$ cat src/rtl/perceptron_update_unit_pkg.sv
// Shared types and constants for the perceptron update unit.
package perceptron_pkg;

  typedef enum logic [1:0] {
    S_IDLE = 2'd0,
    S_MUL  = 2'd1,
    S_CMP  = 2'd2,
    S_UPD  = 2'd3
  } state_t;

  // Two-bit signed encoding of the perceptron decision
  localparam logic [1:0] Y_POS  = 2'b01;
  localparam logic [1:0] Y_ZERO = 2'b00;
  localparam logic [1:0] Y_NEG  = 2'b11;

  // Bipolar value of a target bit: 1 -> +1, 0 -> -1
  function automatic logic signed [1:0] bip(input logic t);
    return t ? 2'sb01 : 2'sb11;
  endfunction

endpackage

$ cat src/rtl/perceptron_update_unit_if.sv
// Sample input handshake and per-sample result channel of the update unit.
interface perceptron_update_unit_if #(
  parameter int X_W = 6
);
  logic                  in_valid;
  logic                  in_ready;
  logic signed [X_W-1:0] x1;
  logic signed [X_W-1:0] x2;
  logic                  target;
  logic                  epoch_last;
  logic                  out_valid;
  logic [1:0]            y_out;
  logic                  upd;

  modport master (
    output in_valid, x1, x2, target, epoch_last,
    input  in_ready, out_valid, y_out, upd
  );

  modport slave (
    input  in_valid, x1, x2, target, epoch_last,
    output in_ready, out_valid, y_out, upd
  );
endinterface

$ cat src/rtl/perceptron_update_unit_sat_add.sv
// Signed saturating adder: W_W-bit accumulator plus B_W-bit addend, clamped to W_W bits.
module sat_add #(
  parameter int W_W = 10,
  parameter int B_W = 10
) (
  input  logic signed [W_W-1:0] a_i,
  input  logic signed [B_W-1:0] b_i,
  output logic signed [W_W-1:0] sum_o,
  output logic                  ovf_o
);
  localparam int SW = ((W_W > B_W) ? W_W : B_W) + 1;
  localparam logic signed [SW-1:0] MAXV = {{(SW-W_W+1){1'b0}}, {(W_W-1){1'b1}}};
  localparam logic signed [SW-1:0] MINV = {{(SW-W_W+1){1'b1}}, {(W_W-1){1'b0}}};

  logic signed [SW-1:0] full;

  // Full-precision sum, then clamp into the W_W-bit signed range
  always_comb begin
    full  = SW'(a_i) + SW'(b_i);
    ovf_o = 1'b0;
    sum_o = full[W_W-1:0];
    if (full > MAXV) begin
      sum_o = MAXV[W_W-1:0];
      ovf_o = 1'b1;
    end else if (full < MINV) begin
      sum_o = MINV[W_W-1:0];
      ovf_o = 1'b1;
    end
  end
endmodule

$ cat src/rtl/perceptron_update_unit.sv
// Perceptron training unit: one bipolar sample per handshake, 4-cycle
// IDLE/MUL/CMP/UPD pipeline, saturating weight updates, epoch convergence flag.
module perceptron_update_unit
  import perceptron_pkg::*;
#(
  parameter int X_W   = 6,
  parameter int W_W   = 10,
  parameter int LR    = 1,
  parameter int THETA = 0
) (
  input  logic                  clk,
  input  logic                  rst,
  perceptron_update_unit_if.slave bus,
  input  logic                  ld,
  input  logic signed [W_W-1:0] w1_init,
  input  logic signed [W_W-1:0] w2_init,
  input  logic signed [W_W-1:0] b_init,
  output logic signed [W_W-1:0] w1,
  output logic signed [W_W-1:0] w2,
  output logic signed [W_W-1:0] b,
  output logic                  sat,
  output logic [7:0]            epoch_errs,
  output logic                  converged
);
  localparam int P_W = W_W + X_W;
  localparam int N_W = W_W + X_W + 2;
  localparam int T_W = X_W + 16;
  localparam logic signed [N_W-1:0] TH_P = N_W'(THETA);
  localparam logic signed [N_W-1:0] TH_N = -TH_P;
  localparam logic signed [T_W-1:0] LR_T = T_W'(LR);

  state_t state_q, state_d;
  logic signed [X_W-1:0] x1_q, x2_q;
  logic                  t_q, last_q;
  logic signed [P_W-1:0] p1_q, p2_q;
  logic [1:0]            y_q;
  logic signed [W_W-1:0] w1_q, w2_q, b_q;
  logic                  sat_q, conv_q;
  logic [7:0]            errs_q;
  logic                  out_valid_q, upd_q;
  logic [1:0]            y_out_q;

  logic signed [N_W-1:0] net;
  logic signed [T_W-1:0] dx1, dx2, db;
  logic signed [W_W-1:0] w1_s, w2_s, b_s;
  logic                  o1, o2, o3;
  logic                  need_upd;
  logic [7:0]            errs_next;

  assign net      = N_W'(p1_q) + N_W'(p2_q) + N_W'(b_q);
  assign need_upd = (y_q != bip(t_q));
  assign dx1      = t_q ? T_W'(x1_q) * LR_T : -(T_W'(x1_q) * LR_T);
  assign dx2      = t_q ? T_W'(x2_q) * LR_T : -(T_W'(x2_q) * LR_T);
  assign db       = t_q ? LR_T : -LR_T;
  assign errs_next = need_upd ? ((errs_q == 8'hFF) ? errs_q : errs_q + 8'd1) : errs_q;

  sat_add #(.W_W(W_W), .B_W(T_W)) u_add_w1 (.a_i(w1_q), .b_i(dx1), .sum_o(w1_s), .ovf_o(o1));
  sat_add #(.W_W(W_W), .B_W(T_W)) u_add_w2 (.a_i(w2_q), .b_i(dx2), .sum_o(w2_s), .ovf_o(o2));
  sat_add #(.W_W(W_W), .B_W(T_W)) u_add_b  (.a_i(b_q),  .b_i(db),  .sum_o(b_s),  .ovf_o(o3));

  // State register
  always_ff @(posedge clk) begin
    if (rst) state_q <= S_IDLE;
    else     state_q <= state_d;
  end

  // Next state and handshake ready; ld blocks acceptance in IDLE
  always_comb begin
    state_d      = state_q;
    bus.in_ready = 1'b0;
    case (state_q)
      S_IDLE: begin
        bus.in_ready = ~ld;
        if (!ld && bus.in_valid) state_d = S_MUL;
      end
      S_MUL:   state_d = S_CMP;
      S_CMP:   state_d = S_UPD;
      S_UPD:   state_d = S_IDLE;
      default: state_d = S_IDLE;
    endcase
  end

  // Datapath: capture, multiply, compare, update and epoch bookkeeping
  always_ff @(posedge clk) begin
    if (rst) begin
      x1_q <= '0; x2_q <= '0; t_q <= 1'b0; last_q <= 1'b0;
      p1_q <= '0; p2_q <= '0; y_q <= Y_ZERO;
      w1_q <= '0; w2_q <= '0; b_q <= '0;
      sat_q <= 1'b0; conv_q <= 1'b0; errs_q <= '0;
      out_valid_q <= 1'b0; upd_q <= 1'b0; y_out_q <= Y_ZERO;
    end else begin
      out_valid_q <= 1'b0;
      case (state_q)
        S_IDLE: begin
          if (ld) begin
            w1_q <= w1_init; w2_q <= w2_init; b_q <= b_init;
            sat_q <= 1'b0; errs_q <= '0; conv_q <= 1'b0;
          end else if (bus.in_valid) begin
            x1_q <= bus.x1; x2_q <= bus.x2;
            t_q <= bus.target; last_q <= bus.epoch_last;
          end
        end
        S_MUL: begin
          p1_q <= P_W'(w1_q) * P_W'(x1_q);
          p2_q <= P_W'(w2_q) * P_W'(x2_q);
        end
        S_CMP: begin
          if (net > TH_P)      y_q <= Y_POS;
          else if (net < TH_N) y_q <= Y_NEG;
          else                 y_q <= Y_ZERO;
        end
        S_UPD: begin
          out_valid_q <= 1'b1;
          y_out_q     <= y_q;
          upd_q       <= need_upd;
          if (need_upd) begin
            w1_q  <= w1_s; w2_q <= w2_s; b_q <= b_s;
            sat_q <= sat_q | o1 | o2 | o3;
          end
          if (last_q) begin
            conv_q <= (errs_next == 8'd0);
            errs_q <= '0;
          end else begin
            errs_q <= errs_next;
          end
        end
        default: ;
      endcase
    end
  end

  assign bus.out_valid = out_valid_q;
  assign bus.y_out     = y_out_q;
  assign bus.upd       = upd_q;
  assign w1            = w1_q;
  assign w2            = w2_q;
  assign b             = b_q;
  assign sat           = sat_q;
  assign epoch_errs    = errs_q;
  assign converged     = conv_q;
endmodule

$ cat src/flat_wrapper.sv
// flat-port wrapper written by rule: the top's interface ports become plain ports
module perceptron_update_unit_flat import perceptron_pkg::*;
#(
  parameter int X_W   = 6,
  parameter int W_W   = 10,
  parameter int LR    = 1,
  parameter int THETA = 0
)
  (clk, rst, ld, w1_init, w2_init, b_init, w1, w2, b, sat, epoch_errs, converged, bus_in_valid, bus_x1, bus_x2, bus_target, bus_epoch_last, bus_in_ready, bus_out_valid, bus_y_out, bus_upd);
  perceptron_update_unit_if #(.X_W(X_W)) bus_i ();
  input  logic clk;
  input  logic rst;
  input  logic ld;
  input  logic signed [W_W-1:0] w1_init;
  input  logic signed [W_W-1:0] w2_init;
  input  logic signed [W_W-1:0] b_init;
  output logic signed [W_W-1:0] w1;
  output logic signed [W_W-1:0] w2;
  output logic signed [W_W-1:0] b;
  output logic sat;
  output logic [7:0] epoch_errs;
  output logic converged;
  input wire logic [$bits(bus_i.in_valid)-1:0] bus_in_valid;
  input wire logic [$bits(bus_i.x1)-1:0] bus_x1;
  input wire logic [$bits(bus_i.x2)-1:0] bus_x2;
  input wire logic [$bits(bus_i.target)-1:0] bus_target;
  input wire logic [$bits(bus_i.epoch_last)-1:0] bus_epoch_last;
  output wire logic [$bits(bus_i.in_ready)-1:0] bus_in_ready;
  output wire logic [$bits(bus_i.out_valid)-1:0] bus_out_valid;
  output wire logic [$bits(bus_i.y_out)-1:0] bus_y_out;
  output wire logic [$bits(bus_i.upd)-1:0] bus_upd;
  assign bus_i.in_valid = bus_in_valid;
  assign bus_i.x1 = bus_x1;
  assign bus_i.x2 = bus_x2;
  assign bus_i.target = bus_target;
  assign bus_i.epoch_last = bus_epoch_last;
  assign bus_in_ready = bus_i.in_ready;
  assign bus_out_valid = bus_i.out_valid;
  assign bus_y_out = bus_i.y_out;
  assign bus_upd = bus_i.upd;
  perceptron_update_unit #(.X_W(X_W), .W_W(W_W), .LR(LR), .THETA(THETA)) u_core (.clk(clk), .rst(rst), .bus(bus_i), .ld(ld), .w1_init(w1_init), .w2_init(w2_init), .b_init(b_init), .w1(w1), .w2(w2), .b(b), .sat(sat), .epoch_errs(epoch_errs), .converged(converged));
endmodule
$ cat config.mk
export PLATFORM = sky130hd
export DESIGN_NAME = perceptron_update_unit_flat
export DESIGN_NICKNAME = d
export VERILOG_FILES = /design/src/rtl/perceptron_update_unit_pkg.sv /design/src/rtl/perceptron_update_unit_if.sv /design/src/rtl/perceptron_update_unit_sat_add.sv /design/src/rtl/perceptron_update_unit.sv /design/src/flat_wrapper.sv
export SDC_FILE = /design/constraint.sdc
export NUM_CORES = 1
export LEC_CHECK = 0
export ABC_CLOCK_PERIOD_IN_PS = 5250
export CELL_PAD_IN_SITES_DETAIL_PLACEMENT = 1
export CELL_PAD_IN_SITES_GLOBAL_PLACEMENT = 1
export CORE_MARGIN = 2
export CORE_UTILIZATION = 45
export CTS_CLUSTER_SIZE = 25
export DETAILED_ROUTE_END_ITERATION = 8
export DONT_BUFFER_PORTS = 1
export GPL_ROUTABILITY_DRIVEN = 0
export GPL_TIMING_DRIVEN = 0
export PLACE_DENSITY = 0.75
export SYNTH_ARGS = -nofsm -noshare
export SYNTH_HDL_FRONTEND = slang
export SYNTH_SLANG_ARGS = --single-unit
$ cat constraint.sdc
create_clock -name clk -period 5.25 [get_ports clk]
set_clock_uncertainty 0.15 [all_clocks]
set_input_delay 1.05 -clock clk [delete_from_list [all_inputs] [get_ports clk]]
set_output_delay 1.05 -clock clk [all_outputs]
set_load 0.05 [all_outputs]
=== Word-level counts from Yosys, hierarchy flattened ===
Index checks and enable logic that the tools add are counted.

* Word-level logic and storage cells: 98
* Output and inout bits: 45
* Register bits after elaboration: 94

* Mux-type cells: 41
* Eq/ne operators: 9
* Order comparisons: 8
* Multipliers: 2
* Bitwise gates (word level): 4
* $add $sub $neg: 8
* Reductions and logical operators: 9

{| class="wikitable"
|+ Operator list
! kind !! number
|-
| 10-bit 2-to-1 mux || 12
|-
| 10-bit by 22-bit adder with 23-bit output || 3
|-
| 23-bit by 10-bit greater-than comparator with 1-bit output, second input constant || 3
|-
| 23-bit by 10-bit < comparator with 1-bit output, second input constant || 3
|-
| 22-bit 2-to-1 mux || 3
|-
| 10-bit case mux with 2 select lines || 3
|-
| 6-bit negator with 22-bit output || 2
|-
| 10-bit by 6-bit multiplier with 16-bit output || 2
|-
| 8-bit 2-to-1 mux || 4
|-
| 17-bit by 10-bit adder with 18-bit output || 1
|-
| 18-bit by 1-bit greater-than comparator with 1-bit output, second input constant || 1
|-
| 18-bit by 1-bit < comparator with 1-bit output, second input constant || 1
|-
| 16-bit by 16-bit adder with 17-bit output || 1
|-
| 8-bit case mux with 2 select lines || 1
|-
| 1-bit 2-to-1 mux || 11
|-
| 3-bit AND reduction || 3
|-
| 8-bit by 1-bit adder with 8-bit output, second input constant || 1
|-
| 8-bit equality test, second input constant || 1
|-
| 8-bit logical NOT || 1
|-
| 2-bit 2-to-1 mux || 4
|-
| 2-bit case mux with 4 select lines || 1
|-
| 2-bit by 1-bit inequality test with 1-bit output, second input constant || 3
|-
| 2-bit equality test, second input constant || 2
|-
| 1-bit case mux with 2 select lines || 2
|-
| other kinds (10) || 12
|}

=== Depth between registers and ports, before layout ===
* Depth in word-level cells: 11
* Gate-level depth with buffers: 21
* Depth with buffers taken out: 20

=== Modules after synthesis ===
A second synthesis with hierarchy kept.

* Cells, all modules: 1698
* Area total of the unflattened synthesis: 13823.3 um^2

{| class="wikitable"
|+ Modules (own cells, without submodules)
! module !! cells an instance !! area an instance (um^2) !! instances
|-
| perceptron_update_unit || 1099 || 9650.5 || 1
|-
| sat_add (u_core.u_add_b ...) || 204 || 1422.6 || 2
|-
| sat_add (u_core.u_add_w2) || 191 || 1327.5 || 1
|}

=== Worst setup path before layout ===
Ideal clock, no wire load.

* Path type: register to register
* From: register u_core.w2_q[1] (netlist: u_core.w2[1])
* To: register u_core.p2_q[14]
* Arrival time: 4.828 ns
* Path slack: 0.145 ns
* Period minus slack after synthesis: 5.105 ns
* Setup time: 0.128 ns
* Data required time: 4.972 ns
* Path buffers: 0
* Cell stages (with the launch flop): 18
* Cell sequence: dfxtp_1 -> nand2_1 -> fa_1 -> fa_1 -> fa_1 -> inv_1 -> fa_1 -> fa_1 -> a21o_1 -> a21oi_1 -> o21bai_1 -> a21oi_1 -> o21bai_1 -> a21oi_1 -> o211ai_1 -> xor2_1 -> mux2i_1 -> nor2_1

* Word-level cells in the longest chain between the ends: 1

{| class="wikitable"
|+ RTL lines
! item !! line !! source
|-
| from (decl) || perceptron_update_unit.sv:37 || <nowiki>logic signed [W_W-1:0] w1_q, w2_q, b_q;</nowiki>
|-
| from (signal assigned) || perceptron_update_unit.sv:96 || <nowiki>w1_q <= w1_init; w2_q <= w2_init; b_q <= b_init;</nowiki>
|-
| from (signal assigned) || perceptron_update_unit.sv:117 || <nowiki>w1_q <= w1_s; w2_q <= w2_s; b_q <= b_s;</nowiki>
|-
| 10-bit by 6-bit multiplier with 16-bit output || perceptron_update_unit.sv:105 || <nowiki>p2_q <= P_W'(w2_q) * P_W'(x2_q);</nowiki>
|-
| to (signal assigned) || perceptron_update_unit.sv:105 ||
|-
| to (decl) || perceptron_update_unit.sv:35 || <nowiki>logic signed [P_W-1:0] p1_q, p2_q;</nowiki>
|}

Every way passes these cells.
A chain may end at the register's enable or synchronous reset.

=== Worst setup path in the final report ===
* From: register u_core.x2_q[0]
* To: register u_core.p2_q[14]

* Word-level cells in the longest chain between the ends: 1

{| class="wikitable"
|+ RTL lines
! item !! line !! source
|-
| from (decl) || perceptron_update_unit.sv:33 || <nowiki>logic signed [X_W-1:0] x1_q, x2_q;</nowiki>
|-
| from (signal assigned) || perceptron_update_unit.sv:99 || <nowiki>x1_q <= bus.x1; x2_q <= bus.x2;</nowiki>
|-
| 10-bit by 6-bit multiplier with 16-bit output || perceptron_update_unit.sv:105 ||
|}

Every way passes these cells.

==> results.yml <==
place:
  place_area_um2: 12700
  post-dp-hpwl_mm: 31.1
  dp_worst_setup_slack_ns: -0.603
  placed_cells: 1835
  port_buffers: 0
critical_path:
  crit_fanout: 10
  max_stage_delay_ns: 0.55
  critPathRequiredTime_ns: 5.34
  cp.arrival_ns: 5.17
  critPathLaunchType: "register"
  cpLargestDelayFamily: "adder cells"
  path_class: "reg2reg"
  cpMaxStageDelayCell: "fa_1"
  endpoint_kind: "register"
  r2r_setup_slack_ns: 0.17
  cp_num_buf_inv: 3
  cpMostUsedCell: "fa_1"
  crit_path_cell_trace: "clkbuf_4, and2_1, fa_1, inv_1, fa_1, fa_1, inv_1, fa_2, fa_1, a21o_1, a21oi_1, o21bai_1, a21oi_2, o21bai_1, a21oi_2, o211ai_1, xor2_1, mux2i_1, nor2_1"
synth:
  synth.mux.area_fraction: 0.0356
  synthesis.area_um2: 12200
  synth-seq-area-share: 0.154
  synthAdderAreaFrac: 0.307
  synth_compound_area_frac: 0.201
  yosys_warnings: 0
  synth_xor_area_frac: 0.0558
  ys_seq_elements: 94
  synth_edf_count: 0
  async_reset_ff_frac: 0
  synth_nets: 1780
  synth_top_family_by_area: "adder cells"
  synth-simple-area-share: 0.185
  syn_area_per_cell_um2: 8.19
  synth.area.top_cells: "fa_1 17%, dfxtp_1 15%, ha_1 14%"
  synth_top_area_frac: 0.170
  synth_cells: 1494
  synth_flop_cell: "dfxtp_1"
  yosysTopAreaCell: "fa_1"
  synth_cell_types: 88
route:
  via_per_inst: 5.88
  first_pass_iters: 5
  ant_nets: 0
  drc_errors: 0
  vias: 10900
  post_drt_wl_per_cell_um: 20.7
  drtIter0Drc: 592
  routed_wl_mm: 38.5
min_path:
  hold_path_class: "reg2reg"
sta:
  hold_viol: 0
  relSlewSlack: 0.0561
  whs_ns: 0.350
  finalMaxSlewViolations: 0
  tightest_slew_ns: 1.41
  final.setup.tns_ns: 0
  timing.final.crit_period_ns: 5.08
  finalWorstSetupSlack_ns: 0.170
  finalCritPeriodShare: 0.968
  setup-violations-final: 0
  fmax_mhz: 197
cts:
  clockBufferDepth: 2
  clockRootBuffer: "clkbuf_16"
  clk_pin_slew_ns: 0.08
  clock_latency_ns: 0.37
  cts.sinks: 94
  hold_buffers: 0
  cts_tree: "built"
  cts_max_level: 3
  cts_made_buffers: 9
pwr:
  vdd_ir_drop_max_mv: 0.183
  p_per_area_nw_per_um2: 423
  p_leak_nw: 6.18
  power.total_mw: 5.59
grt:
  grt_max_degree: 20
  met1_usage: 0.344
  grtUsageMet2: 0.473
  grt_usage: 0.271
  grt_pass1_vias: 11400
  grt_first_pass_wirelength_mm: 61.1
  grt-busiest-layer: "met2"
  met3_usage: 0.0563
  antenna_found_initial: 4
  grt-ovfl-total: 0
floorplanning:
  pin_count: 93
  die_w_um: 169
  core-area_um2: 26800
  start_util: 0.457
  die_area_um2: 28500
  die_h_um: 169
  rows: 60
cells_and_area:
  synthToLayoutAreaGrowth_pct: 7.91
  final_area_um2: 13200
  stdcell_count: 1858
  utilization: 0.493
  drive_above_1_share: 0.0799
  fin_nets: 1795
  n_fill_cell: 3249
status:
  status: "complete, no violations"
job:
  cap_violations: 0
[worst paths after layout]
| kind | cells after the start | endpoint | from |
|---|---|---|---|
| worst min register to register | 2 | u_core.x1_q[4] | u_core.x1_q[4] |
| worst max register to register | 19 | u_core.p2_q[14] | u_core.x2_q[0] |
| worst max-delay path | 19 | u_core.p2_q[14] | u_core.x2_q[0] |
| worst min-delay path | 2 | u_core.x1_q[4] | u_core.x1_q[4] |
[what timing repair did]
action	CTS	global route
setup endpoints to repair	11	15
gates resized for setup	61	26
pin swaps	6	17
setup buffers	1	4
[area by class of cell]
class	count	area [µm²]	share of cell area
tap	341	427	0.0323
antenna	3	7.51	0.000568
timing repair buffer	5	37.5	0.00284
buffer	57	364	0.0276
clock buffer	9	225	0.0170
inverter	121	454	0.0344
clock inverter	7	80.1	0.00606
multi-input combinational	1221	9670	0.732
sequential	94	1950	0.147
[placed cells by master, fill, tap and decap left out, drive strengths merged, types with 22 or more instances in the layout]
master / count
nand2: 191
ha: 134
inv: 125
a21oi: 120
nor2: 108
fa: 104
o21ai: 94
dfxtp: 94
xnor2: 55
clkbuf: 48
and2: 47
mux2i: 39
nor3: 25
a21o: 25
xor2: 23
nand2b: 23
buf: 22
[flip-flops by register name (all words and copies together), names as in the netlist, 2 cells and up]
name               count
u_core.b              10
u_core.bus.y_out       2
u_core.epoch_errs      8
u_core.p1_q           16
u_core.p2_q           16
u_core.state_q         2
u_core.w1             10
u_core.w2             10
u_core.x1_q            6
u_core.x2_q            6
u_core.y_q             2
[tightest hold or removal path, delay by kind of cell (launching register included)]
family          cells  cell delay, ns
flops               1            0.35
compound gates      1            0.05
simple gates        1            0.06
[where the power goes]
part	total [mW]	leakage [nW]	internal, mW	switching (mW)
Combinational	3.60	5.25	1.44	2.17
Sequential	1.28	0.779	0.834	0.444
Clock	0.709	0.149	0.378	0.332
Total	5.59	6.18	2.65	2.94
[layer usage]
layer | up-vias | share of wire | wire [µm]
met5 | - | 0.00029 | 11
met4 | 2 | 0.017 | 657
met3 | 37 | 0.047 | 1810
met2 | 185 | 0.49 | 19000
met1 | 5487 | 0.44 | 17000
li1 | 5209 | - | -
[cells in the mapped netlist, types with 5 or more instances]
cell type and n:
o21ai_1 7, a31oi_1 8, nand3_1 20, clkbuf_1 40
mux2i_1 39, inv_1 121, ha_1 134, a21o_1 23
or3_1 7, o21ai_0 86, a311oi_1 6, a221oi_1 8
o21bai_1 11, nand3b_1 5, and3_1 11, dfxtp_1 94
fa_1 104, xnor2_1 55, a21oi_1 119, nand2_1 190
nand2b_1 23, and2_1 45, buf_6 5, a211o_1 6
a211oi_1 17, o21a_1 13, nand4_1 11, nor3_1 25
nor2_1 108, o211ai_1 8, or2_2 6, o221ai_1 8
nor2b_1 9, xor2_1 23
[logic make-up (layout without fill, tap and decap cells)]
family | Yosys count | count (layout)
other | 0 | 3
AND/OR/NAND/NOR | 483 | 483
flip-flops | 94 | 94
AO/OA/AOI/OAI | 379 | 379
buffers and inverters | 179 | 199
adder cells (fa/ha/maj) | 238 | 238
XOR/XNOR | 78 | 78
multiplexers | 43 | 43
Note: power is estimated with default switching activity, not from simulation.
